## config.mk

```make
export PLATFORM = sky130hd
export DESIGN_NAME = mem_access_unit
export DESIGN_NICKNAME = d
export VERILOG_FILES = /design/src/rtl/mem_access_unit_pkg.sv /design/src/rtl/mem_access_unit_lane_mux.sv /design/src/rtl/mem_access_unit.sv
export SDC_FILE = /design/constraint.sdc
export NUM_CORES = 1
export LEC_CHECK = 0
export CORE_ASPECT_RATIO = 1.25
export CORE_MARGIN = 3
export CORE_UTILIZATION = 51
export CTS_CLUSTER_SIZE = 14
export DETAILED_ROUTE_END_ITERATION = 10
export PLACE_DENSITY = 0.81
export REMOVE_ABC_BUFFERS = 1
export SLEW_MARGIN = 10
export SYNTH_ARGS = -nofsm -noshare
export SYNTH_HDL_FRONTEND = slang
export SYNTH_HIERARCHICAL = 1
export SYNTH_SLANG_ARGS = --single-unit
export TNS_END_PERCENT = 30
```

## constraint.sdc

```tcl
create_clock -name clk -period 7.9 [get_ports clk]
set_clock_uncertainty 0.2 [all_clocks]
set_input_delay 1.58 -clock clk [delete_from_list [all_inputs] [get_ports clk]]
set_output_delay 1.58 -clock clk [all_outputs]
set_load 0.01 [all_outputs]
```

## src/rtl/mem_access_unit_pkg.sv

```systemverilog
// Shared definitions for the memory access unit: access-size encodings,
// controller state enumeration, read-latency bounds and the alignment rule.
package mem_access_unit_pkg;

    localparam int MEM_LAT_MIN = 1;
    localparam int MEM_LAT_MAX = 7;
    localparam int CNT_W       = 3;

    typedef enum logic [1:0] {
        SZ_WORD = 2'd0,
        SZ_BYTE = 2'd1,
        SZ_HALF = 2'd2,
        SZ_RSVD = 2'd3
    } size_e;

    typedef enum logic [2:0] {
        S_IDLE,
        S_READ,
        S_MERGE,
        S_WRITE,
        S_FINISH
    } state_e;

    // Reserved size, odd halfword address or non-word-aligned word address.
    function automatic logic f_misaligned(input logic [1:0] size, input logic [1:0] lo);
        logic bad;
        bad = 1'b1;
        if (size == SZ_WORD)      bad = (lo != 2'b00);
        else if (size == SZ_BYTE) bad = 1'b0;
        else if (size == SZ_HALF) bad = lo[0];
        return bad;
    endfunction

endpackage

```

## src/rtl/mem_access_unit_lane_mux.sv

```systemverilog
// Little-endian lane insert/extract for byte and halfword accesses.
//   i_word    : word read from memory
//   i_wdata   : store data (low byte/half used)
//   i_size    : access size encoding
//   i_lane    : address bits [1:0]
//   o_insert  : i_word with the addressed lane replaced by store data
//   o_extract : addressed lane of i_word, sign-extended (word passes through)
module mem_lane_mux
    import mem_access_unit_pkg::*;
(
    input  logic [31:0] i_word,
    input  logic [15:0] i_wdata,
    input  logic [1:0]  i_size,
    input  logic [1:0]  i_lane,
    output logic [31:0] o_insert,
    output logic [31:0] o_extract
);

    logic [4:0]  w_boff;
    logic [4:0]  w_hoff;
    logic [7:0]  w_byte;
    logic [15:0] w_half;

    assign w_boff = {i_lane, 3'b000};
    assign w_hoff = {i_lane[1], 4'b0000};
    assign w_byte = i_word[w_boff +: 8];
    assign w_half = i_word[w_hoff +: 16];

    always_comb begin
        o_insert  = i_word;
        o_extract = i_word;
        if (i_size == SZ_BYTE) begin
            o_insert[w_boff +: 8] = i_wdata[7:0];
            o_extract             = {{24{w_byte[7]}}, w_byte};
        end else if (i_size == SZ_HALF) begin
            o_insert[w_hoff +: 16] = i_wdata;
            o_extract              = {{16{w_half[15]}}, w_half};
        end
    end

endmodule

```

## src/rtl/mem_access_unit.sv

```systemverilog
// Single-request load/store controller in front of a fixed-latency word memory.
// Sub-word stores are done as read-modify-write.
//   clk, rst        : clock, asynchronous active-high reset
//   i_req           : request (accepted only in IDLE)
//   i_we, i_size    : store/load, access size
//   i_addr, i_wdata : byte address, store data
//   o_busy, o_done  : not-idle flag, one-cycle completion pulse
//   o_err, o_rdata  : misalignment flag (with done), sign-extended load result
//   o_mem_*         : word-addressed memory port; i_mem_rdata valid MEM_LAT cycles
//                     after o_mem_addr changes
module mem_access_unit
    import mem_access_unit_pkg::*;
#(
    parameter int MEM_LAT = 2
) (
    input  logic        clk,
    input  logic        rst,
    input  logic        i_req,
    input  logic        i_we,
    input  logic [1:0]  i_size,
    input  logic [31:0] i_addr,
    input  logic [31:0] i_wdata,
    output logic        o_busy,
    output logic        o_done,
    output logic        o_err,
    output logic [31:0] o_rdata,
    output logic [31:0] o_mem_addr,
    output logic        o_mem_wr,
    output logic [31:0] o_mem_wdata,
    input  logic [31:0] i_mem_rdata
);

    localparam int LAT = (MEM_LAT < MEM_LAT_MIN) ? MEM_LAT_MIN :
                         (MEM_LAT > MEM_LAT_MAX) ? MEM_LAT_MAX : MEM_LAT;
    localparam logic [CNT_W-1:0] CNT_LOAD = CNT_W'(LAT - 1);

    state_e            r_state;
    state_e            w_next;
    logic [CNT_W-1:0]  r_cnt;
    logic              r_we;
    logic [1:0]        r_size;
    logic [1:0]        r_lane;
    logic [15:0]       r_wdata;
    logic [31:0]       r_rmw;
    logic              r_err;
    logic [31:0]       r_rdata;
    logic [31:0]       r_mem_addr;
    logic [31:0]       r_mem_wdata;
    logic              r_busy;
    logic              r_done;
    logic              r_mem_wr;
    logic              w_misalign;
    logic [31:0]       w_lane_word;
    logic [31:0]       w_insert;
    logic [31:0]       w_extract;

    assign w_misalign = f_misaligned(i_size, i_addr[1:0]);
    // MERGE works on the captured read word; loads extract straight from memory.
    assign w_lane_word = (r_state == S_MERGE) ? r_rmw : i_mem_rdata;

    mem_lane_mux u_lane (
        .i_word    (w_lane_word),
        .i_wdata   (r_wdata),
        .i_size    (r_size),
        .i_lane    (r_lane),
        .o_insert  (w_insert),
        .o_extract (w_extract)
    );

    always_comb begin
        w_next = r_state;
        case (r_state)
            S_IDLE: begin
                if (i_req) begin
                    if (w_misalign)                      w_next = S_FINISH;
                    else if (i_we && i_size == SZ_WORD)  w_next = S_WRITE;
                    else                                 w_next = S_READ;
                end
            end
            S_READ:   if (r_cnt == '0) w_next = r_we ? S_MERGE : S_FINISH;
            S_MERGE:  w_next = S_WRITE;
            S_WRITE:  w_next = S_FINISH;
            S_FINISH: w_next = S_IDLE;
            default:  w_next = S_IDLE;
        endcase
    end

    always_ff @(posedge clk or posedge rst) begin
        if (rst) begin
            r_state     <= S_IDLE;
            r_cnt       <= '0;
            r_we        <= 1'b0;
            r_size      <= 2'b00;
            r_lane      <= 2'b00;
            r_wdata     <= '0;
            r_rmw       <= '0;
            r_err       <= 1'b0;
            r_rdata     <= '0;
            r_mem_addr  <= '0;
            r_mem_wdata <= '0;
            r_busy      <= 1'b0;
            r_done      <= 1'b0;
            r_mem_wr    <= 1'b0;
        end else begin
            r_state  <= w_next;
            // Outputs are decoded from the next state so they line up with it.
            r_busy   <= (w_next != S_IDLE);
            r_done   <= (w_next == S_FINISH);
            r_mem_wr <= (w_next == S_WRITE);
            case (r_state)
                S_IDLE: begin
                    if (i_req) begin
                        r_we    <= i_we;
                        r_size  <= i_size;
                        r_lane  <= i_addr[1:0];
                        r_wdata <= i_wdata[15:0];
                        r_err   <= w_misalign;
                        r_cnt   <= CNT_LOAD;
                        if (!w_misalign) r_mem_addr <= {i_addr[31:2], 2'b00};
                        if (!w_misalign && i_we && i_size == SZ_WORD) r_mem_wdata <= i_wdata;
                    end
                end
                S_READ: begin
                    if (r_cnt == '0) begin
                        if (r_we) r_rmw   <= i_mem_rdata;
                        else      r_rdata <= w_extract;
                    end else begin
                        r_cnt <= r_cnt - 1'b1;
                    end
                end
                S_MERGE: r_mem_wdata <= w_insert;
                default: ;
            endcase
        end
    end

    assign o_busy      = r_busy;
    assign o_done      = r_done;
    assign o_err       = r_err;
    assign o_rdata     = r_rdata;
    assign o_mem_addr  = r_mem_addr;
    assign o_mem_wr    = r_mem_wr;
    assign o_mem_wdata = r_mem_wdata;

endmodule

```

### Word-level counts from Yosys, hierarchy flattened

Index checks and enable logic that the tools add are counted.

| storage, ports and cells | value |
|---|---|
| bits in read-only memories | 0 |
| memory bits (writable) | 0 |
| latch bits | 0 |
| bits in registers | 157 |
| memories | 0 |
| input bits | 102 |

| operators by class | value |
|---|---|
| divide/modulo/power cells | 0 |
| multiply operators | 0 |
| add/sub/neg operators | 3 |
| reduce and logical (&&, ||, !) cells | 17 |
| order comparisons | 0 |
| equality and inequality tests | 12 |
| mux-type cells | 22 |
| bitwise operators | 2 |
| shifts and indexed selects | 6 |

Operators by type and width:

| operator | number |
|---|---|
| 2-to-1 mux 32 bit | 7 |
| bitwise mux 32 bit | 2 |
| case mux 32 bit (2 select lines) | 1 |
| variable shift 16 x 7 -> 32 bit (first input constant) | 1 |
| variable shift 8 x 7 -> 32 bit (first input constant) | 1 |
| indexed part select 16 x 7 -> 32 bit | 1 |
| indexed part select 32 x 6 -> 16 bit | 1 |
| indexed part select 32 x 6 -> 8 bit | 1 |
| indexed part select 8 x 7 -> 32 bit | 1 |
| 2-to-1 mux 3 bit | 6 |
| AND reduction 3 bit | 5 |
| negation 5 -> 7 bit | 2 |
| case mux 3 bit (4 select lines) | 1 |
| == test 3 x 2 -> 1 bit (second input constant) | 3 |
| logical NOT 3 bit | 2 |
| != test 2 bit (second input constant) | 3 |
| case mux 3 bit (2 select lines) | 1 |
| nonzero test 2 bit | 3 |
| == test 2 x 1 -> 1 bit (second input constant) | 2 |
| == test 2 bit (second input constant) | 2 |
| == test 3 x 1 -> 1 bit (second input constant) | 1 |
| == test 3 bit (second input constant) | 1 |
| logical AND 1 bit | 3 |
| 2-to-1 mux 1 bit | 3 |
| other kinds (7) | 8 |

### Longest topological paths before layout

Gate-level depths: netlist (run 1).

| logic depth | value |
|---|---|
| depth after elaboration | 10 |
| mapped depth | 11 |

### Hierarchy

Netlist (run 1), hierarchy kept.

By module, submodules not included:

| module | instances | area each (um^2) | sequential area each (um^2) | cells an instance |
|---|---|---|---|---|
| mem_access_unit | 1 | 6847.8 | 3928.8 | 514 |
| mem_lane_mux | 1 | 1888.1 | 0.0 | 277 |

### Worst setup path before layout (run 1)

Ideal clock, no wire load.

| timing | value |
|---|---|
| path type | input-to-reg |
| start | input port i_mem_rdata[31] |
| end | register r_rdata[15], in the netlist o_rdata[15] |
| library setup time | 0.127 ns |
| slack | 4.491 ns |
| arrival time | 3.082 ns |
| required time | 7.573 ns |
| cell stages on the path | 6 |
| path through | mux2_2 -> mux4_2 -> nor2_2 -> buf_2 -> a31oi_1 -> mux2_1 |

| between the ends | value |
|---|---|
| word-level cells in the longest chain between the ends | 4 |
| elaborated cells between the ends (all ways) | 5 |
| classes of those cells | shift (2); mux (3) |

Ends and longest elaborated chain:

| what | line | source |
|---|---|---|
| start, declared | mem_access_unit.sv:30 | `input logic [31:0] i_mem_rdata` |
| 2-to-1 mux 32 bit (*) | mem_access_unit.sv:59 | `assign w_lane_word = (r_state == S_MERGE) ? r_rmw : i_mem_rdata;` |
| indexed part select 32 x 6 -> 16 bit | mem_access_unit_lane_mux.sv:27 | `assign w_half = i_word[w_hoff +: 16];` |
| 2-to-1 mux 32 bit | mem_access_unit_lane_mux.sv:35 | `end else if (i_size == SZ_HALF) begin` |
| 2-to-1 mux 32 bit (*) | mem_access_unit_lane_mux.sv:32 | `if (i_size == SZ_BYTE) begin` |
| net w_extract[15] | mem_access_unit.sv:55 | `logic [31:0] w_extract;` |
| end signal, assigned | mem_access_unit.sv:126 | `else r_rdata <= w_extract;` |
| end, declared | mem_access_unit.sv:46 | `logic [31:0] r_rdata;` |

The timed path passes the listed nets; every way through them passes the cells marked *.
A chain may end at the register's enable or synchronous reset.

### Final worst setup path (run 1)

| timing | value |
|---|---|
| start | input port i_mem_rdata[31] |
| end | register r_rdata[8], in the netlist o_rdata[8] |

| between the ends | value |
|---|---|
| word-level cells in the longest chain between the ends | 3 |

Ends and longest elaborated chain:

| what | line | source |
|---|---|---|
| 2-to-1 mux 32 bit | mem_access_unit.sv:59 |  |
| net w_lane_word[31] | mem_access_unit.sv:53 | `logic [31:0] w_lane_word;` |
| indexed part select 32 x 6 -> 8 bit | mem_access_unit_lane_mux.sv:26 | `assign w_byte = i_word[w_boff +: 8];` |
| 2-to-1 mux 32 bit | mem_access_unit_lane_mux.sv:32 |  |
| net w_extract[8] | mem_access_unit.sv:55 |  |

The timed path passes the listed nets, and every way through them passes these cells.

==> results of run 1 <==
[layer usage]
layer	vias up	part of all wire	GRT usage
li1	3151	-	-
met4	0	0.043	0.1240
met5	-	0	0
met1	3411	0.38	0.3293
met2	354	0.49	0.4282
met3	68	0.088	0.07427
[cell type report]
type / count / area (sq um) / area share
Inverter: 31 / 121.4 / 0.01066
Sequential cell: 157 / 3929 / 0.3451
Multi-Input combinational cell: 546 / 4352 / 0.3823
Clock buffer: 22 / 484.2 / 0.04254
Tap cell: 216 / 270.3 / 0.02374
Clock inverter: 10 / 160.2 / 0.01407
Timing Repair Buffer: 209 / 2067 / 0.1816
[power by group through the flow]
stage                     Combinational [mW]  Sequential, mW  Clock, mW
after floorplan                         1.19            1.56          0
after global placement                  2.18            1.45          0
after detailed placement                2.23            1.46          0
after CTS                               2.24            1.46      0.900
after global routing                    2.43            1.51      0.939
final                                   2.25            1.46      0.889
[sequential cells by signal (all words and copies together), names as in the netlist]
| name | flops |
|---|---|
| o_mem_wdata | 32 |
| o_rdata | 32 |
| r_rmw | 32 |
| o_mem_addr | 30 |
| r_wdata | 16 |
| r_cnt | 3 |
| r_state | 3 |
| r_lane | 2 |
| r_size | 2 |
| o_busy | 1 |
| o_done | 1 |
| o_err | 1 |
| o_mem_wr | 1 |
| r_we | 1 |
[cells in the mapped netlist, types with 3 or more instances]
library cell,instances,share of area
clkbuf_1,20,0.0086
o221ai_1,8,0.0080
a21oi_1,19,0.011
nand2_1,140,0.060
nor2_1,15,0.0064
a31oi_1,17,0.012
mux4_2,8,0.021
ha_1,7,0.010
a22o_2,7,0.0080
buf_1,3,0.0013
a22oi_1,7,0.0060
mux2i_1,34,0.039
mux2_1,9,0.012
mux2_4,49,0.084
a221o_1,7,0.0080
nor2b_1,14,0.010
nand3_1,10,0.0057
o21ai_0,34,0.019
inv_1,29,0.012
a41oi_1,8,0.0080
a22o_1,16,0.016
buf_6,12,0.015
nor3_1,11,0.0063
buf_2,20,0.011
o22ai_1,8,0.0057
dfrtp_1,157,0.45
maj3_1,14,0.016
buf_4,3,0.0026
nand2b_1,5,0.0036
mux2_2,69,0.089
[path summary, 6_finish.rpt]
| path | startpoint | endpoint |
|---|---|---|
| min in group asynchronous | rst | o_rdata[23] |
| worst max register to register | r_state[2] | o_rdata[8] |
| worst min register to register | r_cnt[2] | r_cnt[2] |
| worst min-delay path | r_cnt[2] | r_cnt[2] |
| max in group asynchronous | rst | r_state[0] |
| worst max-delay path | i_mem_rdata[31] | o_rdata[8] |
[stage by stage]
step	hold WS (ns)	std cells	area (sq um)	setup WS, ns
after floorplan	0.2362	734	8396	1.885
after global placement	0.2579	1159	10740	3.575
after detailed placement	0.2556	1159	10740	3.518
after CTS	0.2669	1191	11380	3.921
after global routing	0.2881	1191	11380	3.809
final	0.2678	1191	11380	3.900
[worst max-delay path, delay by kind of cell]
| family | cells | cell delay, ns |
|---|---|---|
| buffers and inverters | 1 | 0.42 |
| muxes | 3 | 1.17 |
| and+or+nand+nor | 1 | 0.79 |
| AOI/OAI and AO/OA | 1 | 0.14 |
[kinds of logic (layout without fill, tap and decap cells)]
kind of cell               Yosys count  after routing
buffers and inverters               89            272
other                                1              2
muxes                              169            169
AOI/OAI and AO/OA                  142            142
DFF                                157            157
adders and majority gates           21             21
and+or+nand+nor                    212            212
==> run summary, run 1 <==
post-CTS sizing = 0
cell chain of the critical path = clkdlybuf4s50_1 > mux2_2 > mux4_2 > nor2_2 > a31oi_1 > mux2_4
combinational family with the most area after synthesis = multiplexers
Async S/R FF share, synth = 1.000
# Post-CTS Setup Buffers = 0
Slew headroom = 0.2628
Internal Power = 2.921 mW
CP max-delay cell = nor2_2
Post-synth EDFFs = 0
critical path fanouts, max = 24
core area = 0.01653 sq mm
Total GRT Usage = 0.2659
die width = 123.1 um
max_cap viols = 0
Setup crit end kind = flop
xor and xnor area share after synthesis = 0
Clk pwr share = 0.193
post-synthesis mux area share = 0.2443
Seq/Total Area, Yosys = 0.4497
TritonCTS Buffers = 17
CP startpoint kind = input port
Detailed Routing Iterations Pass 1 = 5
Fin. Hold Viols = 0
Total Die Area = 0.01875 sq mm
adder-cell area share of the yosys netlist = 0.02607
status = finished clean
Switching Fraction = 0.3644
Max stage delay on crit path = 0.79 ns
TNS Setup = 0 ns
DR DRC count = 0
Logic pwr share = 0.489
commonest cells after routing, fill and taps aside = clkdlybuf4s50_1 (199), dfrtp_1 (157), nand2_1 (140), mux2_2 (69), mux2_4 (49)
WL final = 24310 um
IO buf count = 199
Period minus WS final = 4.000 ns
Worst VDD drop = 0.0002217 V
synth unique cells = 56
reg2reg path depth = 7
antenna violations before repair = 0
Post-Synth Simple-Gate Area = 0.1113
register bit total from synthesis = 157
Initial Util = 0.5286
layout cells sized above 1 = 0.1928
I/O pins = 202
nets@finish = 1071
Detail Route Antenna Nets = 0
CP Data Arrival Time = 4.11 ns
Lkg Pwr = 5.155 nW
detailed-route wire length per cell = 20.41 um
grt total ovfl = 0
Clock Sinks = 157
first-pass GRT wire length = 39030 um
DRT iter0 DRCs = 625
most common cell after layout, fill and taps aside = clkdlybuf4s50_1
CTS H-tree depth = 4
Mapped Area = 0.008736 sq mm
post-DP HPWL = 16590 um
clk_lat worst skew = 0.42 ns
Psw = 1.674 mW
GP Congestion = 0.9433
period utilization = 0.5063
ys flop type = dfrtp_1
Hold-fix buffers, CTS = 0
Die H = 152.3 um
number of diodes = 0
TritonCTS clock tree = done
critical path class = input port to flop
Fill cells = 1263
RSZ-0062 raised after global routing = no
via count = 6984
FP Rows = 52
Vias/cell = 5.864
fmax = 250.0 MHz
pwr/cell area = 403.7 mW/mm^2
Synth Area per Inst = 11.04 sq um
Final Setup Violations = 0
complex-gate fraction of the synthesized area = 0.1154
Worst-Margin Slew = 1.101 ns
largest net degree at the start of global routing = 109
CP Data Required Time = 8.01 ns
Worst-path clk slew = 0.06 ns
Max Slew Vio Count = 0
Gate Count Post-Synth = 791
vias in the first global route = 7223
Hold Path Depth = 1
total power = 4.595 mW
Worst Hold Class = flop to flop
R2R setup slack = 4.16 ns
Layout area overhead = 30.31%
warnings from Yosys = 6
share of power burned in registers = 0.317
Root Driver = clkbuf_16
final core occ = 0.6888
clk buf depth = 2
Note: power is estimated with default switching activity, not from simulation.
==> inputs of run 2 (changes only) <==
==> constraint.sdc (replaced) <==
create_clock -name clk -period 4.2 [get_ports clk]
set_clock_uncertainty 0.2 [all_clocks]
set_input_delay 0.84 -clock clk [delete_from_list [all_inputs] [get_ports clk]]
set_output_delay 0.84 -clock clk [all_outputs]
set_load 0.01 [all_outputs]
==> run 2 against run 1 <==
Critical path depth increased by 2. Die area is the same. Power grew 89%. First-iteration DRC count is 3.2% lower. Worst hold slack got worse by 0.0049 ns. Via count up 0.59%. Register-to-register slack worse by 3.4 ns. Count of clock-buffer cells in the layout down 3. Critical endpoint is now o_rdata[3].
==> run summary, run 2 (same netlist as run 1, synthesis figures left out) <==
status = finished clean
largest net degree at the start of global routing = 76
Total Die Area = 0.01875 sq mm
Die H = 152.3 um
Layout area overhead = 31.09%
period utilization = 0.8138
total power = 8.695 mW
Worst Hold Class = flop to flop
CTS H-tree depth = 4
Worst VDD drop = 0.0004248 V
antenna violations before repair = 0
RSZ-0062 raised after global routing = no
max_cap viols = 0
Period minus WS final = 3.418 ns
Final Setup Violations = 0
fmax = 292.6 MHz
Initial Util = 0.5286
grt total ovfl = 0
clk buf depth = 2
hold slack = 0.2630 ns
Post-DP Area = 0.01081 sq mm
Vias/cell = 5.859
IO buf count = 199
critical path class = flop to flop
via count = 7025
FP Rows = 52
critical path fanouts, max = 75
CP max-delay cell = buf_4
# Post-CTS Setup Buffers = 0
Fin. Hold Viols = 0
Clock Sinks = 157
CP startpoint kind = flop
WL final = 24350 um
placed cells = 1167
final core occ = 0.6930
core area = 0.01653 sq mm
Total GRT Usage = 0.2646
first-pass GRT wire length = 38710 um
I/O pins = 202
DRT iter0 DRCs = 605
Slew headroom = 0.3632
TritonCTS Buffers = 17
Fill cells = 1259
Root Driver = clkbuf_16
Final Cell Area = 0.01145 sq mm
cell chain of the critical path = nor2_1 > and2_2 > buf_4 > mux2_2 > mux4_2 > nor2_1 > a31oi_1 > mux2_4
Max stage delay on crit path = 0.61 ns
GP Congestion = 0.9311
CP Data Arrival Time = 3.53 ns
Setup crit end kind = flop
number of diodes = 0
CP Data Required Time = 4.31 ns
Detail Route Antenna Nets = 0
clk_lat worst skew = 0.44 ns
die width = 123.1 um
Max Slew Vio Count = 0
Lkg Pwr = 5.200 nW
Hold Path Depth = 1
nets@finish = 1079
Worst-path clk slew = 0.07 ns
DR DRC count = 0
most common cell after layout, fill and taps aside = clkdlybuf4s50_1
post-route insts no fill = 1199
post-CTS sizing = 0
Hold-fix buffers, CTS = 0
Detailed Routing Iterations Pass 1 = 6
layout cells sized above 1 = 0.2004
post-DP HPWL = 16900 um
commonest cells after routing, fill and taps aside = clkdlybuf4s50_1 (199), dfrtp_1 (157), nand2_1 (140), mux2_2 (69), mux2_4 (49)
pwr/cell area = 759.2 mW/mm^2
vias in the first global route = 7213
Critical Path Most Common Cell = nor2_1
Worst-Margin Slew = 0.9523 ns
reg2reg path depth = 8
detailed-route wire length per cell = 20.30 um
TritonCTS clock tree = done
==> run 2: changes by cell type in the layout (fill, tap and decap cells not counted) <==
cell        before  now
inv_6            1    3
buf_4           10   17
buf_12           0    1
clkinv_4         2    4
clkbuf_8         4    2
clkinvlp_4       1    0
clkbuf_1         1    0
==> run 2: layer usage <==
layer	global-route usage	up-vias	wire length [um]
met4	0.1245	0	977
met3	0.07352	63	2304
li1	-	3180	-
met5	0	-	0
met2	0.4235	361	11710
met1	0.3303	3421	9350
==> run 2: through the flow <==
stage                     setup slack (ns)  setup TNS (ns)
after global placement              0.7694               0
after detailed placement            0.7014               0
after floorplan                     -1.075         -176.73
after global routing                0.5920               0
after CTS                           0.8212               0
final                               0.7819               0
==> run 2: path summary, 6_finish.rpt <==
check	from	end	slack, ns
min in group asynchronous	rst	o_rdata[28]	0.70
worst max-delay path	r_state[2]	o_rdata[3]	0.78
worst min-delay path	r_cnt[2]	r_cnt[2]	0.26
worst max register to register	r_state[2]	o_rdata[3]	0.78
max in group asynchronous	rst	o_mem_addr[22]	2.31
worst min register to register	r_cnt[2]	r_cnt[2]	0.26
==> run 2: final cells by class <==
class | count | area [sq um] | area share
well taps | 216 | 270.3 | 0.02360
inverters | 31 | 121.4 | 0.01060
flip-flops and latches | 157 | 3929 | 0.3431
repair buffers | 217 | 2140 | 0.1868
clock buffers | 19 | 452.9 | 0.03955
clock inverters | 13 | 187.7 | 0.01639
multi-input cells | 546 | 4352 | 0.3800
==> run 2: where the power goes <==
| group | internal [mW] | total (mW) | switching (mW) |
|---|---|---|---|
| Sequential | 2.23 | 2.77 | 0.533 |
| Clock | 1.03 | 1.68 | 0.649 |
| Combinational | 2.23 | 4.25 | 2.02 |
==> run 2: critical path: cells and delay by family (launching register included) <==
kind | cells | cell delay (ns)
mux | 3 | 1.25
compound gates | 1 | 0.06
buf+inv | 1 | 0.61
flops | 1 | 0.45
simple gates | 3 | 0.70
==> inputs of run 3 (changes only) <==
==> constraint.sdc (replaced) <==
create_clock -name clk -period 3.56 [get_ports clk]
set_clock_uncertainty 0.2 [all_clocks]
set_input_delay 0.712 -clock clk [delete_from_list [all_inputs] [get_ports clk]]
set_output_delay 0.712 -clock clk [all_outputs]
set_load 0.01 [all_outputs]
==> run 3 against run 2 <==
Routed wire length up 2.0%. Clock power about the same. Register-to-register slack worse by 0.37 ns. Sequential power up 18%. Via count up 0.30%. Largest power group unchanged. Cell area down 0.28%. Critical path depth unchanged. Worst hold slack better by 0.0083 ns. Sequential share of layout area up 0.098 points. Final cell count up 0.42%. Count of clock-buffer cells in the layout up 2. Combinational power up 19%.
==> run summary, run 3 (same netlist as run 1, synthesis figures left out) <==
Fin. Hold Viols = 0
clk buf depth = 2
Max Slew Vio Count = 0
Worst VDD drop = 0.0004911 V
post-route insts no fill = 1204
Psw = 3.787 mW
CP Data Required Time = 3.67 ns
Worst Hold Class = flop to flop
Lkg Pwr = 5.176 nW
first-pass GRT wire length = 39430 um
CP max-delay cell = mux4_2
Logic pwr share = 0.505
Post-DP Area = 0.01087 sq mm
Period minus WS final = 3.149 ns
Worst R2R End = o_rdata[9]
IO buf count = 199
Clk pwr share = 0.169
total power = 10.05 mW
Worst-Margin Slew = 1.013 ns
PnR worst setup slack = 0.4108 ns
TritonCTS Buffers = 17
Initial Util = 0.5286
detailed-route wire length per cell = 20.63 um
Setup crit end kind = flop
nets@finish = 1084
Final Setup Violations = 0
layout cells sized above 1 = 0.2014
worst slack at placement = 0.4823 ns
post-DP HPWL = 17300 um
clk_lat worst skew = 0.43 ns
FP Rows = 52
period utilization = 0.8846
Detail Route Antenna Nets = 0
fmax = 317.5 MHz
max_cap viols = 0
I/O pins = 202
Final Cell Area = 0.01142 sq mm
Hold Path Origin = r_cnt[0]
R2R setup slack = 0.41 ns
cell chain of the critical path = nor2_1 > and2_2 > mux2_2 > mux4_2 > nor2_2 > buf_4 > a31oi_1 > mux2_4
via count = 7046
TritonCTS clock tree = done
Layout area overhead = 30.72%
RR Startpoint = r_state[2]
Max stage delay on crit path = 0.52 ns
most common cell after layout, fill and taps aside = clkdlybuf4s50_1
vias in the first global route = 7299
placed cells = 1172
GP Congestion = 0.9115
Critical Path End = o_rdata[9]
critical path class = flop to flop
pwr/cell area = 880.5 mW/mm^2
CTS H-tree depth = 4
Clock Sinks = 157
number of diodes = 0
grt total ovfl = 0
Switching Fraction = 0.3767
largest net degree at the start of global routing = 66
Die H = 152.3 um
Root Driver = clkbuf_16
crit path launch = r_state[2]
share of power burned in registers = 0.327
RSZ-0062 raised after global routing = no
CP startpoint kind = flop
DRT iter0 DRCs = 728
core area = 0.01653 sq mm
critical path fanouts, max = 15
Detailed Routing Iterations Pass 1 = 5
Internal Power = 6.267 mW
post-CTS sizing = 0
reg2reg path depth = 8
# Post-CTS Setup Buffers = 0
commonest cells after routing, fill and taps aside = clkdlybuf4s50_1 (199), dfrtp_1 (157), nand2_1 (140), mux2_2 (69), mux2_4 (49)
status = finished clean
die width = 123.1 um
Hold-fix buffers, CTS = 0
Total GRT Usage = 0.2693
CP Data Arrival Time = 3.26 ns
final core occ = 0.6910
Vias/cell = 5.852
antenna violations before repair = 0
DR DRC count = 0
Total Die Area = 0.01875 sq mm
WL final = 24840 um
Slew headroom = 0.3223
Worst-path clk slew = 0.06 ns
[run 3: per-stage QoR]
stage	hold slack, ns	TNS (ns)
floorplan	0.2362	-282.27
global placement	0.2597	0
detailed placement	0.2709	0
CTS	0.2788	0
global route	0.3000	0
finish	0.2712	0
[run 3: layout make-up]
type / instances / area, sq um
Clock buffer: 21 / 450.4
Inverter: 31 / 121.4
Timing Repair Buffer: 222 / 2202
Multi-Input combinational cell: 546 / 4352
Sequential cell: 157 / 3929
Tap cell: 216 / 270.3
Fill cell: 1240 / 5106
Clock inverter: 11 / 95.09
[run 3: critical path: cells and delay by family, from the launching register on]
| kind | cells | cell delay [ns] |
|---|---|---|
| mux | 3 | 1.27 |
| simple gates | 3 | 0.80 |
| buf+inv | 1 | 0.23 |
| flops | 1 | 0.45 |
| compound gates | 1 | 0.08 |
[run 3: worst min path at each step]
| stage | cells after the start | endpoint | slack [ns] |
|---|---|---|---|
| after floorplan | 1 | r_cnt[2] | 0.24 |
| after global placement | 1 | r_cnt[2] | 0.26 |
| after detailed placement | 1 | r_cnt[0] | 0.27 |
| after CTS | 1 | r_cnt[0] | 0.28 |
| after global routing | 1 | o_mem_addr[21] | 0.30 |
| final | 1 | r_cnt[0] | 0.27 |
[run 3: power groups by stage]
stage / Sequential [mW] / Combinational, mW / Clock, mW
after floorplan: 3.45 / 2.63 / 0
final: 3.28 / 5.07 / 1.70
after global routing: 3.38 / 5.45 / 1.80
after CTS: 3.27 / 5.04 / 1.73
after global placement: 3.26 / 4.93 / 0
after detailed placement: 3.28 / 5.01 / 0
[run 3: layer usage]
layer	track usage	routed length, um	vias up
met5	0	0	-
met4	0.1240	1056	0
met3	0.07538	2474	75
met2	0.4334	11920	414
met1	0.3342	9383	3376
li1	-	-	3181
